<file path="src/rtl/ram_port_arbiter.sv">
// ram_port_arbiter: single-transaction byte-serial RAM port shared between
// instruction fetch (IF) and load/store (LS) requesters.
// LS has fixed priority over IF. Defining STARVE_GUARD_EN adds a starvation
// guard: after 4 consecutive LS grants with IF waiting, the next grant goes to IF.
module ram_port_arbiter (
   input  logic        clk,
   input  logic        rst,
   input  logic        if_req,
   input  logic [31:0] if_addr,
   input  logic        if_abort,
   output logic        if_done,
   output logic [31:0] if_data,
   input  logic        ls_req,
   input  logic        ls_we,
   input  logic [31:0] ls_addr,
   input  logic [31:0] ls_wdata,
   input  logic [2:0]  ls_len,
   input  logic        ls_signed,
   output logic        ls_done,
   output logic [31:0] ls_rdata,
   input  logic [7:0]  mem_din,
   input  logic        io_buffer_full,
   output logic [7:0]  mem_dout,
   output logic [31:0] mem_a,
   output logic        mem_wr,
   output logic        busy
);

   typedef enum logic [1:0] {IDLE, READ, WRITE, DONE} state_t;

   state_t      state;
   logic [31:0] addr;
   logic [31:0] wdata;
   logic [2:0]  n;
   logic        sgn;
   logic        owner_ls;
   logic [2:0]  idx;
   logic [23:0] rbuf;

   logic        if_ok;
   logic        grant_if;
   logic        grant_ls;
   logic [2:0]  idx_next;
   logic [31:0] addr_next;
   logic [7:0]  wr_byte;
   logic [31:0] load_word;
   logic [2:0]  ls_n;

`ifdef STARVE_GUARD_EN
   logic [2:0]  starve;
`endif

   assign busy = (state != IDLE);

   // Grant decision for the IDLE state; an aborting fetch is never granted
   always_comb begin
      if_ok = if_req & ~if_abort;
`ifdef STARVE_GUARD_EN
      grant_if = if_ok & (~ls_req | (starve == 3'd4));
`else
      grant_if = if_ok & ~ls_req;
`endif
      grant_ls = ls_req & ~grant_if;
   end

   // Byte-count decode of ls_len and next-byte address / store data
   always_comb begin
      case (ls_len)
         3'd1:    ls_n = 3'd1;
         3'd2:    ls_n = 3'd2;
         default: ls_n = 3'd4;
      endcase
      idx_next  = idx + 3'd1;
      addr_next = addr + {29'd0, idx_next};
      case (idx_next)
         3'd0:    wr_byte = wdata[7:0];
         3'd1:    wr_byte = wdata[15:8];
         3'd2:    wr_byte = wdata[23:16];
         default: wr_byte = wdata[31:24];
      endcase
   end

   // Final read word: the last byte comes straight from mem_din on the capture edge
   always_comb begin
      case (n)
         3'd1:    load_word = {{24{sgn & mem_din[7]}}, mem_din};
         3'd2:    load_word = {{16{sgn & mem_din[7]}}, mem_din, rbuf[7:0]};
         default: load_word = {mem_din, rbuf};
      endcase
   end

`ifdef STARVE_GUARD_EN
   // Count consecutive LS grants made while IF was waiting; any IF grant clears it
   always_ff @(posedge clk) begin
      if (rst) begin
         starve <= '0;
      end else if (state == IDLE) begin
         if (grant_if) begin
            starve <= '0;
         end else if (grant_ls) begin
            if (!if_req)
               starve <= '0;
            else if (starve != 3'd4)
               starve <= starve + 3'd1;
         end
      end
   end
`endif

   // Transaction FSM with registered RAM-side and done outputs
   always_ff @(posedge clk) begin
      if (rst) begin
         state    <= IDLE;
         addr     <= '0;
         wdata    <= '0;
         n        <= '0;
         sgn      <= 1'b0;
         owner_ls <= 1'b0;
         idx      <= '0;
         rbuf     <= '0;
         if_done  <= 1'b0;
         if_data  <= '0;
         ls_done  <= 1'b0;
         ls_rdata <= '0;
         mem_dout <= '0;
         mem_a    <= '0;
         mem_wr   <= 1'b0;
      end else begin
         if_done <= 1'b0;
         ls_done <= 1'b0;
         case (state)
            IDLE: begin
               idx  <= '0;
               rbuf <= '0;
               if (grant_ls) begin
                  addr     <= ls_addr;
                  wdata    <= ls_wdata;
                  n        <= ls_n;
                  sgn      <= ls_signed;
                  owner_ls <= 1'b1;
                  mem_a    <= ls_addr;
                  if (ls_we) begin
                     state    <= WRITE;
                     mem_dout <= ls_wdata[7:0];
                     mem_wr   <= 1'b1;
                  end else begin
                     state <= READ;
                  end
               end else if (grant_if) begin
                  addr     <= if_addr;
                  wdata    <= '0;
                  n        <= 3'd4;
                  sgn      <= 1'b0;
                  owner_ls <= 1'b0;
                  mem_a    <= if_addr;
                  state    <= READ;
               end
            end
            READ: begin
               if (!owner_ls && if_abort) begin
                  state <= IDLE;
                  idx   <= '0;
                  mem_a <= '0;
               end else if (idx == n) begin
                  state <= DONE;
                  idx   <= '0;
                  mem_a <= '0;
                  if (owner_ls) begin
                     ls_done  <= 1'b1;
                     ls_rdata <= load_word;
                  end else begin
                     if_done <= 1'b1;
                     if_data <= load_word;
                  end
               end else begin
                  // Data for the address of cycle idx-1 is on mem_din now
                  case (idx)
                     3'd1:    rbuf[7:0]   <= mem_din;
                     3'd2:    rbuf[15:8]  <= mem_din;
                     3'd3:    rbuf[23:16] <= mem_din;
                     default: ;
                  endcase
                  idx   <= idx_next;
                  mem_a <= (idx_next == n) ? '0 : addr_next;
               end
            end
            WRITE: begin
               if (!io_buffer_full) begin
                  if (idx == n - 3'd1) begin
                     state    <= DONE;
                     idx      <= '0;
                     mem_a    <= '0;
                     mem_dout <= '0;
                     mem_wr   <= 1'b0;
                     ls_done  <= 1'b1;
                     ls_rdata <= '0;
                  end else begin
                     idx      <= idx_next;
                     mem_a    <= addr_next;
                     mem_dout <= wr_byte;
                  end
               end
            end
            DONE: begin
               state <= IDLE;
            end
            default: begin
               state <= IDLE;
            end
         endcase
      end
   end

endmodule

</file>
<file path="config.mk">
export PLATFORM = sky130hd
export DESIGN_NAME = ram_port_arbiter
export DESIGN_NICKNAME = d
export VERILOG_FILES = /design/src/rtl/ram_port_arbiter.sv
export SDC_FILE = /design/constraint.sdc
export NUM_CORES = 1
export LEC_CHECK = 0
export BUFFER_PORTS_ARGS = -buffer_cell sky130_fd_sc_hd__buf_4
export CAP_MARGIN = 20
export CELL_PAD_IN_SITES_DETAIL_PLACEMENT = 1
export CELL_PAD_IN_SITES_GLOBAL_PLACEMENT = 1
export CORE_MARGIN = 5
export CORE_UTILIZATION = 44
export CTS_CLUSTER_SIZE = 20
export DETAILED_ROUTE_END_ITERATION = 16
export GPL_TIMING_DRIVEN = 0
export HOLD_SLACK_MARGIN = 0.03
export MAX_ROUTING_LAYER = met4
export PLACE_DENSITY = 0.91
export SLEW_MARGIN = 0
export SYNTH_ARGS = -nofsm -noshare
export SYNTH_HDL_FRONTEND = slang
export SYNTH_SLANG_ARGS = --single-unit
export TNS_END_PERCENT = 5
</file>
<file path="constraint.sdc">
create_clock -name clk -period 7.65 [get_ports clk]
set_input_delay 1.53 -clock clk [delete_from_list [all_inputs] [get_ports clk]]
set_output_delay 1.53 -clock clk [all_outputs]
set_load 0.02 [all_outputs]
</file>
==> summary.md <==
| Metric | Value |
|---|---|
| Status | `finished clean` |
| Power Density | `approximately 370 nW/um^2` |
| Slew headroom | `0.3634` |
| IO buf count | `about 220` |
| Slew Viols, Final | `0` |
| Diodes inserted | `0` |
| Syn avg cell area | `9.031 sq um` |
| Layout Cells excl Fill | `about 1600` |
| Max cap viols | `0` |
| Asr flop ratio synth | `0` |
| GR Util met1 | `0.3369` |
| Busiest layer in global routing | `met2` |
| Area contributors post-synth | `dfxtp_1 (43%), nor2_1 (7.1%), mux2i_1 (6.0%)` |
| CTS Root Cell | `clkbuf_16` |
| Worst Hold Class | `register to register` |
| CTS H-tree lvls | `1` |
| Synthesized area | `between 9000 and 10000 sq um` |
| Post-route minimum period | `between 3000 and 4000 ps` |
| Highest clock rate | `291.4 MHz` |
| CP Launch Type | `register` |
| Placed Instances | `about 1600` |
| Yosys cell types | `66` |
| Layout cells sized above 1 | `0.2494` |
| Final Hold Fails | `0` |
| Post-Synthesis Cells | `between 1000 and 1500` |
| Worst VDD drop | `about 0.17 mV` |
| Post-CTS Setup Bufs | `0` |
| Final Cell Area | `approximately 12000 sq um` |
| Die Span X | `approximately 160 microns` |
| IO Pins | `223` |
| 1st-pass router iterations | `5` |
| Clock share of power | `0.241` |
| WL/cell | `roughly 22 microns` |
| Post-synth EDFFs | `0` |
| Routability cong. | `0.9326` |
| Commonest cells post-synth | `dfxtp_1 (205), nor2_1 (181), a211oi_1 (74)` |
| Power Total | `4.549 mW` |
| Vias in the first global route | `~10000` |
| Initial antenna violation count | `0` |
| Clock slew seen by the registers of the worst setup and hold paths | `approximately 70 ps` |
| GRT met2 Usage | `0.4973` |
| CTS resizes | `0` |
| Crit path max fanout | `10` |
| Final Util | `0.5796` |
| Setup WS pre-CTS | `4010 ps` |
| WP data arrival | `around 3800 ps` |
| Placeable Area | `between 20000 and 25000 sq um` |
| Hold slack | `between 400 and 500 ps` |
| DRT antenna net count | `0` |
| Count leader, synth | `dfxtp_1` |
| Max clock buf depth | `3` |
| Total Routing Usage GR | `0.2868` |
| Fillers | `2481` |
| Post-synthesis sequential area ratio | `0.4299` |
| First-pass GRT wire length | `55.25 mm` |
| Worst setup EP type | `register` |
| CTS tree | `built` |
| Comb pwr share | `0.426` |
| Final setup margin | `about 4200 ps` |
| Syn Nets | `between 1000 and 1500` |
| Int Pwr | `between 2 and 3 mW` |
| Final WL | `about 36 mm` |
| Hold_buf cts | `0` |
| Count of final setup violators | `0` |
| Die area | `between 20000 and 25000 sq um` |
| Setup Skew | `~21 ps` |
| Die H | `157.3 microns` |
| Initial drt markers | `486` |
| Largest net degree at the start of global routing | `14` |
| Post-synth top area share | `0.4299` |
| YS warnings | `0` |
| Met3 GRT Util | `0.04867` |
| Vias | `9399` |
| Final #Nets | `about 1400` |
| Required @ worst endpoint | `approximately 8100 ps` |
| RSZ-0062 raised after global routing | `false` |
| Clock Sinks | `about 210` |
| FP Rows | `53` |
| Initial Util | `0.4498` |
| Vias per Instance | `5.896` |
| CTS Buf Count | `22` |
| #FFs+latches synth | `between 200 and 250` |
| Flop2flop setup slack | `approximately 4200 ps` |
| Slew @ Worst Pin | `~950 ps` |
| Hpwl dp | `between 20 and 30 mm` |
| DRC | `0` |
| Reg power frac | `0.333` |
| Net Sw Power | `between 1.5 and 2 mW` |
| Total congestion overflow | `0` |
| Switching Fraction | `0.4121` |
| Ys flop type | `dfxtp_1` |
| Clock latency on the worst-skew pair | `roughly 520 ps` |
| Area delta synth->final | `28.85%` |
| Cell Area, Placed | `between 10000 and 15000 sq um` |
| Crit Path Category | `register to register` |
| Post-route setup TNS | `0 ps` |
| Final Cycle Share | `0.4485` |
| Synth area leader | `dfxtp_1` |
| Pleak | `4.996 nW` |
-- layout by cell type (no fill, tap or decap), drive strengths merged, types with 17 or more instances in the layout --
cell type,instances
clkbuf,80
a211oi,74
dfxtp,205
nor3,47
and2,17
nor2,182
a22oi,51
mux2i,57
buf,257
nand2,30
o21ai,37
a21oi,65
o2bb2ai,25
-- state kept, by name, indices dropped and copies added (netlist names), 2 cells and up --
register	count
idx	3
rbuf	24
mem_dout	8
addr	32
ls_rdata	32
if_data	32
state	2
mem_a	32
n	3
wdata	32
-- layer usage --
| metal | wire (microns) | up-vias |
|---|---|---|
| li1 | - | 4358 |
| met1 | 14190 | 4592 |
| met2 | 17810 | 356 |
| met3 | 2372 | 93 |
| met4 | 1315 | 0 |
| met5 | 0 | - |
-- power groups by stage --
stage	sequential, mW	combinational [mW]	clock [mW]
after floorplan	1.64	1.09	0
after global placement	1.51	1.84	0
after detailed placement	1.53	1.91	0
after CTS	1.51	1.94	1.11
after global routing	1.54	2.10	1.16
final	1.51	1.94	1.10
-- cells by family (layout without fill, tap and decap cells) --
kind of cell             Yosys count  count (layout)  synth area share
AO/OA/AOI/OAI                    318             318            0.2496
XOR/XNOR                          27              27           0.02805
adder cells (fa/ha/maj)           17              17           0.02307
buffers and inverters            100             362           0.04483
flip-flops                       205             205            0.4299
multiplexers                      57              57           0.05977
AND/OR/NAND/NOR                  333             333            0.1648
-- final timing paths --
check                                  start           end  depth (start not counted)
worst max-delay path                  idx[1]     mem_a[17]                         10
worst min-delay path            ls_rdata[20]  ls_rdata[20]                          1
worst max register to register        idx[1]     mem_a[17]                         10
worst min register to register  ls_rdata[20]  ls_rdata[20]                          1
-- final cells by class --
type	count	area, sq um	area share
multi-input cells	752	5014	0.4076
inverters	16	60.06	0.004883
flip-flops and latches	205	4104	0.3337
clock buffers	31	634.4	0.05158
clock inverters	9	108.9	0.008850
well taps	275	344.1	0.02798
repair buffers	222	1667	0.1355
plain buffers	84	367.9	0.02991
-- worst max-delay path: stages (launching register included) --
cell	delay, ps
dfxtp_1	400
ha_1	250
ha_1	380
inv_1	110
ha_1	360
a21oi_1	560
and2_1	240
clkbuf_1	440
o31a_1	180
o21ai_0	100
a211oi_1	280
Power figures use the tool's default switching activity.
